[src/rtl/sipo_deserializer.sv]
// Serial-in/parallel-out receiver with selectable bit order, valid/ready output and sticky overrun.
// Optional even-parity trailer bit and parity_err output enabled by SIPO_DESERIALIZER_PARITY_EN.
module sipo_deserializer #(
   parameter int WIDTH = 8
) (
   input  logic             clk,
   input  logic             rst,
   input  logic             serial_in,
   input  logic             serial_valid,
   input  logic             lsb_first,
   input  logic             out_ready,
   input  logic             overrun_clr,
   output logic [WIDTH-1:0] parallel_out,
   output logic             out_valid,
   output logic             busy,
   output logic             overrun
`ifdef SIPO_DESERIALIZER_PARITY_EN
   ,
   output logic             parity_err
`endif
);

`ifdef SIPO_DESERIALIZER_PARITY_EN
   localparam int NB = WIDTH + 1;
`else
   localparam int NB = WIDTH;
`endif
   localparam int CW = $clog2(NB + 1);

   typedef enum logic {IDLE = 1'b0, RECV = 1'b1} state_t;

   state_t           state;
   logic [WIDTH-1:0] sreg;
   logic [CW-1:0]    cnt;
   logic             dir;

   logic             dir_eff;
   logic [WIDTH-1:0] shifted;
   logic [WIDTH-1:0] word;
   logic             shift_en;
   logic             done;
   logic             load;
   logic             drop;
`ifdef SIPO_DESERIALIZER_PARITY_EN
   logic             perr;
`endif

   always_comb begin
      // Direction is taken live from lsb_first only on the first bit of a word.
      dir_eff = (state == IDLE) ? lsb_first : dir;
      shifted = dir_eff ? {serial_in, sreg[WIDTH-1:1]} : {sreg[WIDTH-2:0], serial_in};
      done    = serial_valid && (cnt == CW'(NB - 1));
`ifdef SIPO_DESERIALIZER_PARITY_EN
      // The trailing parity bit is checked but never enters the shift register.
      shift_en = (cnt != CW'(WIDTH));
      word     = sreg;
      perr     = ^{sreg, serial_in};
`else
      shift_en = 1'b1;
      word     = shifted;
`endif
      load = done && (!out_valid || out_ready);
      drop = done && out_valid && !out_ready;
   end

   always_ff @(posedge clk) begin
      if (rst) begin
         state        <= IDLE;
         sreg         <= '0;
         cnt          <= '0;
         dir          <= 1'b0;
         parallel_out <= '0;
         out_valid    <= 1'b0;
         busy         <= 1'b0;
         overrun      <= 1'b0;
`ifdef SIPO_DESERIALIZER_PARITY_EN
         parity_err   <= 1'b0;
`endif
      end else begin
         if (serial_valid) begin
            if (state == IDLE)
               dir <= lsb_first;
            if (shift_en)
               sreg <= shifted;
            if (done) begin
               cnt   <= '0;
               state <= IDLE;
               busy  <= 1'b0;
            end else begin
               cnt   <= cnt + 1'b1;
               state <= RECV;
               busy  <= 1'b1;
            end
         end

         // A completing word replaces a word being consumed on the same edge.
         if (load) begin
            parallel_out <= word;
            out_valid    <= 1'b1;
`ifdef SIPO_DESERIALIZER_PARITY_EN
            parity_err   <= perr;
`endif
         end else if (out_valid && out_ready) begin
            out_valid <= 1'b0;
         end

         if (drop)
            overrun <= 1'b1;
         else if (overrun_clr)
            overrun <= 1'b0;
      end
   end

endmodule

[config.mk]
export PLATFORM = sky130hd
export DESIGN_NAME = sipo_deserializer
export DESIGN_NICKNAME = d
export VERILOG_FILES = /design/src/rtl/sipo_deserializer.sv
export SDC_FILE = /design/constraint.sdc
export NUM_CORES = 1
export LEC_CHECK = 0
export CAP_MARGIN = 10
export CORE_MARGIN = 4
export CORE_UTILIZATION = 56
export CTS_BUF_LIST = sky130_fd_sc_hd__clkbuf_2
export DETAILED_ROUTE_END_ITERATION = 12
export HOLD_SLACK_MARGIN = 0.1
export PLACE_DENSITY = 0.9
export SLEW_MARGIN = 15
export SYNTH_ARGS = -nofsm -noshare
export SYNTH_HDL_FRONTEND = slang
export SYNTH_SLANG_ARGS = --single-unit
[constraint.sdc]
create_clock -name clk -period 3.5 [get_ports clk]
set_clock_uncertainty 0.2 [all_clocks]
set_input_delay 0.7 -clock clk [delete_from_list [all_inputs] [get_ports clk]]
set_output_delay 0.7 -clock clk [all_outputs]
set_load 0.02 [all_outputs]
==> Yosys cells after proc, flatten, opt, wreduce, memory -nomap -nowiden <==
Cells that the tools add are included.
{ "classes": {"n_eq_ne": 1, "addsub": 1, "reduce_logical": 10, "muxes": 8} }
{ "op_table": {"columns": ["op", "count"], "rows": [
  ["8-bit 2-to-1 mux", 1],
  ["1-bit 2-to-1 mux", 6],
  ["1-bit logical AND", 5],
  ["4-bit by 1-bit adder with 4-bit output, second input constant", 1],
  ["4-bit by 3-bit equality test with 1-bit output, second input constant", 1],
  ["4-bit 2-to-1 mux", 1],
  ["2-bit nonzero test", 2],
  ["1-bit zero test", 2],
  ["1-bit logical OR", 1]
]} }
{ "totals": {"reg_bits": 24, "inputBits": 7, "elab_cells": 27, "output_inout_bits": 11} }

==> Depth between registers and ports, before layout <==
Gate-level depths: netlist (run 1).
{ "depth": {"depth_word": 5, "mapped_depth": 5} }

==> Least setup slack after synthesis (run 1) <==
OpenSTA, ideal clock, no wires.
{ "synth_path": {"kind": "input-to-reg", "from": "input out_ready", "to": "register parallel_out[1]", "required_ns": 3.166, "arrival_ns": 1.501, "cell_stages": 5, "path_slack_ns": 1.665, "cell_sequence": "nand2b_1 > clkbuf_1 > and2_1 > clkbuf_1 > a211oi_1"} }
{ "synth_between": {"elab_chain_cells": 2} }
{ "synth_lines": {"columns": ["item", "line", "source"], "rows": [
  ["start: declaration", "11", "input logic out_ready,"],
  ["1-bit logical OR", "62", "load = done && (!out_valid || out_ready);"],
  ["1-bit logical AND", "62", null],
  ["end signal: assignment", "98", "parallel_out <= word;"],
  ["end: declaration", "13", "output logic [WIDTH-1:0] parallel_out,"]
]} }
No other way between the ends.
A chain may end at the register's enable or synchronous reset.

==> Worst setup path in the final report (run 1) <==
{ "layout_path": {"from": "input serial_valid", "to": "register parallel_out[1]"} }
{ "layout_between": {"elab_chain_cells": 2} }
{ "layout_lines": {"columns": ["item", "line", "source"], "rows": [
  ["start: declaration", "9", "input logic serial_valid,"],
  ["1-bit logical AND", "52", "done = serial_valid && (cnt == CW'(NB - 1));"],
  ["1-bit logical AND", "62", null]
]} }
No other way between the ends.

==> impl_metrics.env, run 1 <==
export IMPL_grt_usage_pct=16.2
export IMPL_cp_top_family="simple AND/OR/NAND/NOR gates"
export IMPL_antenna_left=0
export IMPL_hold_ws_ns=0.292
export IMPL_synth_cell_type_count=20
export IMPL_synthAdderAreaFrac_pct=1.31
export IMPL_cts_root_buf="clkbuf_2"
export IMPL_tritoncts="yes"
export IMPL_pwr_density_cell_nw_per_um2=445
export IMPL_diodes=0
export IMPL_critPathLaunchType="input port"
export IMPL_fp_dieH_um=49.3
export IMPL_yosysSeqAreaShare_pct=50.3
export IMPL_drc=0
export IMPL_leakagePower_nw=0.428
export IMPL_vias_per_cell=5.87
export IMPL_tightest_slew_ns=0.816
export IMPL_path_clk_slew_ns=0.20
export IMPL_ys_ff_latch=24
export IMPL_cts_resized=0
export IMPL_cap_viol_max_count=0
export IMPL_htree_levels=1
export IMPL_synth_mux_area_share_pct=11.8
export IMPL_total_power_mw=0.520
export IMPL_finalNetCount=121
export IMPL_fillers=107
export IMPL_multi_input_comb_area_um2=443
export IMPL_syn_area_um2=955
export IMPL_ir_drop_v=0.000281
export IMPL_path_buf_inv=2
export IMPL_slew_violations=0
export IMPL_end_kind="register"
export IMPL_post_drt_wl_per_cell_um=14.1
export IMPL_p_comb_share_pct=10.1
export IMPL_grt_pass1_wl_mm=3.15
export IMPL_p_seq_share_pct=56.2
export IMPL_synthCells=97
export IMPL_switching_share_pct=21.6
export IMPL_dieArea_um2=2430
export IMPL_r2r_slack_ns=1.59
export IMPL_synth_top_family_by_area="compound AO/OA/AOI/OAI gates"
export IMPL_cts_made_buffers=3
export IMPL_gp_congestion=0.773
export IMPL_drt_iter0_drc=27
export IMPL_cpPeakStageDelay_ns=0.49
export IMPL_critPathSlowestCell="and4b_1"
export IMPL_synthSimpleGateAreaFrac_pct=12.7
export IMPL_rows=14
export IMPL_setup_viol=0
export IMPL_min_period_over_period_pct=67.3
export IMPL_min_period_ns=2.35
export IMPL_critPathArrivalTime_ns=2.35
export IMPL_crit_chain="clkdlybuf4s50_1 > buf_4 > and4b_1 > and2_1 > a211oi_1"
export IMPL_synth_nets=105
export IMPL_worstSetupPathType="input port to register"
export IMPL_max_freq_mhz=425
export IMPL_wl_mm=1.80
export IMPL_cts_sinks=24
export IMPL_cp_data_required_time_ns=3.49
export IMPL_coreArea_um2=1560
export IMPL_synth_compound_area_share_pct=19.7
export IMPL_status="finished clean"
export IMPL_drive_gt1_share_pct=6.25
export IMPL_clk_latency_ns=0.32
export IMPL_clockBufferDepth=2
export IMPL_placed_area_um2=1120
export IMPL_tns_ns=0
export IMPL_internal_power_mw=0.407
export IMPL_syn_area_per_cell_um2=9.84
export IMPL_grt_pass1_vias=716
export IMPL_numPlacedInstances=124
export IMPL_port_buffers=17
export IMPL_antenna_found_initial=0
export IMPL_vias=751
export IMPL_die_w_um=49.3
export IMPL_rsz0062_at_grt="false"
export IMPL_area_delta_synth_final_pct=22.5
export IMPL_path_max_fanout=25
export IMPL_hp_class="register to register"
export IMPL_yosysWarnings=0
export IMPL_dpl_hpwl_mm=1.26
export IMPL_grt_overflow=0
export IMPL_yosys_area_share_xor_xnor_pct=0.917
export IMPL_start_util_pct=61.2
export IMPL_slew_headroom_pct=45.4
export IMPL_grt_max_degree=26
export IMPL_hold_viol_final=0
export IMPL_stdcell_count=128
export IMPL_ios=18
export IMPL_seqCellArea_um2=480
export IMPL_postCtsSetupBuffers=0
export IMPL_design_area_um2=1170
export IMPL_ctsHoldBuffers=0
export IMPL_firstDrtPassIters=4
export IMPL_p_sw_mw=0.113
export IMPL_power_share_clock_pct=33.8
[worst register-to-register path, delay by kind of cell, from the launching register on]
family	cells	cell delay, ns
adder cells (fa/ha/maj)	1	0.22
AND/OR/NAND/NOR	2	0.81
AO/OA/AOI/OAI	1	0.12
flip-flops	1	0.44
[path summary, 6_finish.rpt]
| path | from | to | depth (start not counted) |
|---|---|---|---|
| setup reg to reg | cnt[0] | parallel_out[1] | 4 |
| setup / recovery | serial_valid | parallel_out[1] | 5 |
| hold / removal | overrun | overrun | 2 |
| hold reg to reg | overrun | overrun | 2 |
[through the flow]
stage	utilization, %	setup slack [ns]
after floorplan	-	1.67
after global placement	72.2	0.831
after detailed placement	72.2	0.810
after CTS	75.0	1.16
after global routing	75.0	1.07
final	75.0	1.15
[kinds of logic (layout without fill, tap and decap cells)]
kind of cell | after synthesis | in the layout
mux | 10 | 10
xor+xnor | 1 | 1
fa+ha+maj | 1 | 1
simple gates | 24 | 24
buf+inv | 8 | 23
compound gates | 29 | 29
flops | 24 | 24
[power by group through the flow]
stage	Sequential (mW)	Combinational, mW	Clock (mW)
after floorplan	0.297	0.0335	0
after detailed placement	0.297	0.0513	0
after global placement	0.297	0.0498	0
after CTS	0.292	0.0520	0.178
final	0.292	0.0524	0.176
after global routing	0.294	0.0581	0.190
[cell usage in the layout, fill, tap and decap left out]
master / n
a211oi_1: 17
nand2b_1: 3
mux2i_1: 9
nand3b_1: 1
ha_1: 1
and4b_1: 1
mux2i_4: 1
clkbuf_2: 3
xor2_1: 1
nor2_1: 12
inv_1: 1
clkdlybuf4s50_1: 17
nor3_1: 1
a21oi_1: 12
nand2_1: 2
dfxtp_1: 24
and2_1: 1
buf_4: 1
nand4_1: 1
bufinv_16: 1
or3b_2: 1
or3_1: 1
[per-layer routing]
| metal | share of wire, % | GRT usage (%) | wire length (um) | vias to the layer above |
|---|---|---|---|---|
| met3 | 6.3 | 3.67 | 114 | 0 |
| met1 | 47 | 22.2 | 842 | 337 |
| met5 | 0 | 0 | 0 | - |
| li1 | - | - | - | 386 |
| met2 | 47 | 26.1 | 846 | 28 |
| met4 | 0 | 2.84 | 0 | 0 |
[cell usage after synthesis, drive strengths merged]
cell,count,share of area [%]
nor2,12,4.7
buf,1,0.52
and4b,1,1.0
nand2b,3,2.0
nand3b,1,0.79
and2,1,0.66
nor3,1,0.52
dfxtp,24,50
a21oi,12,6.3
clkbuf,6,2.4
inv,1,0.39
nand4,1,0.66
ha,1,1.3
mux2i,10,12
xor2,1,0.92
nand2,2,0.79
or3,1,0.66
a211oi,17,13
or3b,1,0.92
[registers in the layout (all words and copies together), names as in the netlist]
name          flops
cnt               4
dir               1
out_valid         1
overrun           1
parallel_out      8
sreg              8
state             1
[layout make-up]
class | count | area share [%]
inverter | 1 | 0.321
tap | 16 | 1.71
multi-input combinational | 65 | 37.9
clock inverter | 1 | 2.57
sequential | 24 | 41.1
clock buffer | 3 | 1.28
timing repair buffer | 18 | 15.2
Note: power is estimated with default switching activity, not from simulation.
==> run 2, diff against run 1 <==
--- a/config.mk
+++ b/config.mk
@@ -7,11 +7,11 @@
 export LEC_CHECK = 0
 export CAP_MARGIN = 10
 export CORE_MARGIN = 4
-export CORE_UTILIZATION = 56
+export CORE_UTILIZATION = 47
 export CTS_BUF_LIST = sky130_fd_sc_hd__clkbuf_2
 export DETAILED_ROUTE_END_ITERATION = 12
 export HOLD_SLACK_MARGIN = 0.1
-export PLACE_DENSITY = 0.9
+export PLACE_DENSITY = 0.81
 export SLEW_MARGIN = 15
 export SYNTH_ARGS = -nofsm -noshare
 export SYNTH_HDL_FRONTEND = slang
==> constraint.sdc (replaced) <==
create_clock -name clk -period 2.06 [get_ports clk]
set_clock_uncertainty 0.2 [all_clocks]
set_input_delay 0.412 -clock clk [delete_from_list [all_inputs] [get_ports clk]]
set_output_delay 0.412 -clock clk [all_outputs]
set_load 0.02 [all_outputs]
==> run 2 against run 1 <==
  * Design area up 5.3%
  * Via count up 5.6%
  * Flip-flop and latch count unchanged
  * Critical path type is now register to primary output
  * Count of clock-buffer cells in the layout unchanged
  * Hold slack worse by 0.0074 ns
  * Setup slack worse by 1.1 ns
==> impl_metrics.env, run 2 (synthesis results as in run 1) <==
export IMPL_postCtsSetupBuffers=0
export IMPL_fillers=168
export IMPL_hold_viol_final=0
export IMPL_dieArea_um2=2820
export IMPL_total_power_mw=0.906
export IMPL_stdcell_count=144
export IMPL_clockBufferDepth=2
export IMPL_cts_sinks=24
export IMPL_slew_headroom_pct=80.3
export IMPL_path_buf_inv=1
export IMPL_ir_drop_v=0.000734
export IMPL_wl_mm=1.97
export IMPL_grt_usage_pct=16.7
export IMPL_finalNetCount=126
export IMPL_worstSetupPathType="register to primary output"
export IMPL_path_max_fanout=3
export IMPL_critPathLaunchType="register"
export IMPL_path_clk_slew_ns=0.23
export IMPL_clk_latency_ns=0.35
export IMPL_grt_overflow=0
export IMPL_drive_gt1_share_pct=10.3
export IMPL_tns_ns=0
export IMPL_setup_viol=0
export IMPL_antenna_found_initial=0
export IMPL_rows=16
export IMPL_layout_common_cells="dfxtp_1 (24), a211oi_1 (17), clkdlybuf4s50_1 (16)"
export IMPL_cap_viol_max_count=0
export IMPL_pwr_density_cell_nw_per_um2=735
export IMPL_grt_max_degree=25
export IMPL_worst_slack_ns=0.0798
export IMPL_gp_congestion=0.813
export IMPL_post_drt_wl_per_cell_um=13.7
export IMPL_critPathSlowestCell="clkdlybuf4s50_1"
export IMPL_status="finished clean"
export IMPL_htree_levels=1
export IMPL_port_buffers=17
export IMPL_multi_input_comb_area_um2=443
export IMPL_coreArea_um2=1940
export IMPL_min_period_ns=1.98
export IMPL_dpl_hpwl_mm=1.40
export IMPL_cpPeakStageDelay_ns=0.61
export IMPL_grt_pass1_vias=747
export IMPL_biggestRegsByFlops="parallel_out x8, sreg x8, cnt x4"
export IMPL_area_delta_synth_final_pct=29.1
export IMPL_max_freq_mhz=505
export IMPL_crit_chain="clkdlybuf4s50_1"
export IMPL_grt_pass1_wl_mm=3.46
export IMPL_vias_per_cell=5.51
export IMPL_die_w_um=53.1
export IMPL_ios=18
export IMPL_cts_root_buf="clkbuf_2"
export IMPL_diodes=0
export IMPL_end_kind="primary output"
export IMPL_tritoncts="yes"
export IMPL_leakagePower_nw=0.460
export IMPL_post_route_util_pct=63.5
export IMPL_cp_data_required_time_ns=1.45
export IMPL_cp_top_family="buffers and inverters"
export IMPL_numPlacedInstances=140
export IMPL_tightest_slew_ns=0.295
export IMPL_start_util_pct=49.2
export IMPL_slew_violations=0
export IMPL_drc=0
export IMPL_ctsHoldBuffers=0
export IMPL_min_period_over_period_pct=96.1
export IMPL_antenna_left=0
export IMPL_rsz0062_at_grt="false"
export IMPL_firstDrtPassIters=4
export IMPL_hp_class="register to register"
export IMPL_fp_dieH_um=53.1
export IMPL_cts_made_buffers=3
export IMPL_final_common_cell="dfxtp_1"
export IMPL_vias=793
export IMPL_drt_iter0_drc=18
export IMPL_critPathArrivalTime_ns=1.37
export IMPL_seqCellArea_um2=480
export IMPL_place_ws_ns=0.107
-- run 2: cell count changes in the layout (fill, tap and decap cells not counted) --
cell and delta:
buf_12 +1, buf_4 +4, clkdlybuf4s50_1 -1, dlygate4sd2_1 +1
-- run 2: power by group --
group          internal [mW]  switching (mW)
clock network          0.167           0.145
registers              0.483          0.0145
logic                 0.0503          0.0468
total                  0.700           0.206
-- run 2: final cells by class --
cell class                 instances  area share [%]
tap                               27            2.74
multi-input combinational         65            35.9
sequential                        24            39.0
clock buffer                       3            1.22
clock inverter                     1            2.44
timing repair buffer              23            18.4
inverter                           1           0.305
-- run 2: path summary, 6_finish.rpt --
path                                start        end  slack, ns  cells past startpoint
worst max-delay path            out_valid  out_valid       0.08                      1
worst min-delay path              overrun    overrun       0.28                      2
worst max register to register     cnt[0]     cnt[0]       0.41                      4
worst min register to register    overrun    overrun       0.28                      2
-- run 2: what timing repair did --
item / 4_1_cts / 5_1_grt
resized for setup: 1 / 0
hold endpoints to repair: 0 / 0
endpoints found under the setup margin: 1 / 0
-- run 2: layer usage --
metal  vias up  global-route usage, %  part of all wire, %
met5         -                      0                    0
met4         0                   3.40                 0.71
met3         4                   7.32                  8.4
met2        31                   26.0                   48
met1       370                   21.4                   43
li1        388                      -                    -
-- run 2: metrics by stage --
step	area [um^2]	hold WS, ns
final	1230	0.285
after global routing	1230	0.320
after CTS	1230	0.288
after detailed placement	1190	0.263
after global placement	1190	0.255
after floorplan	955	0.241
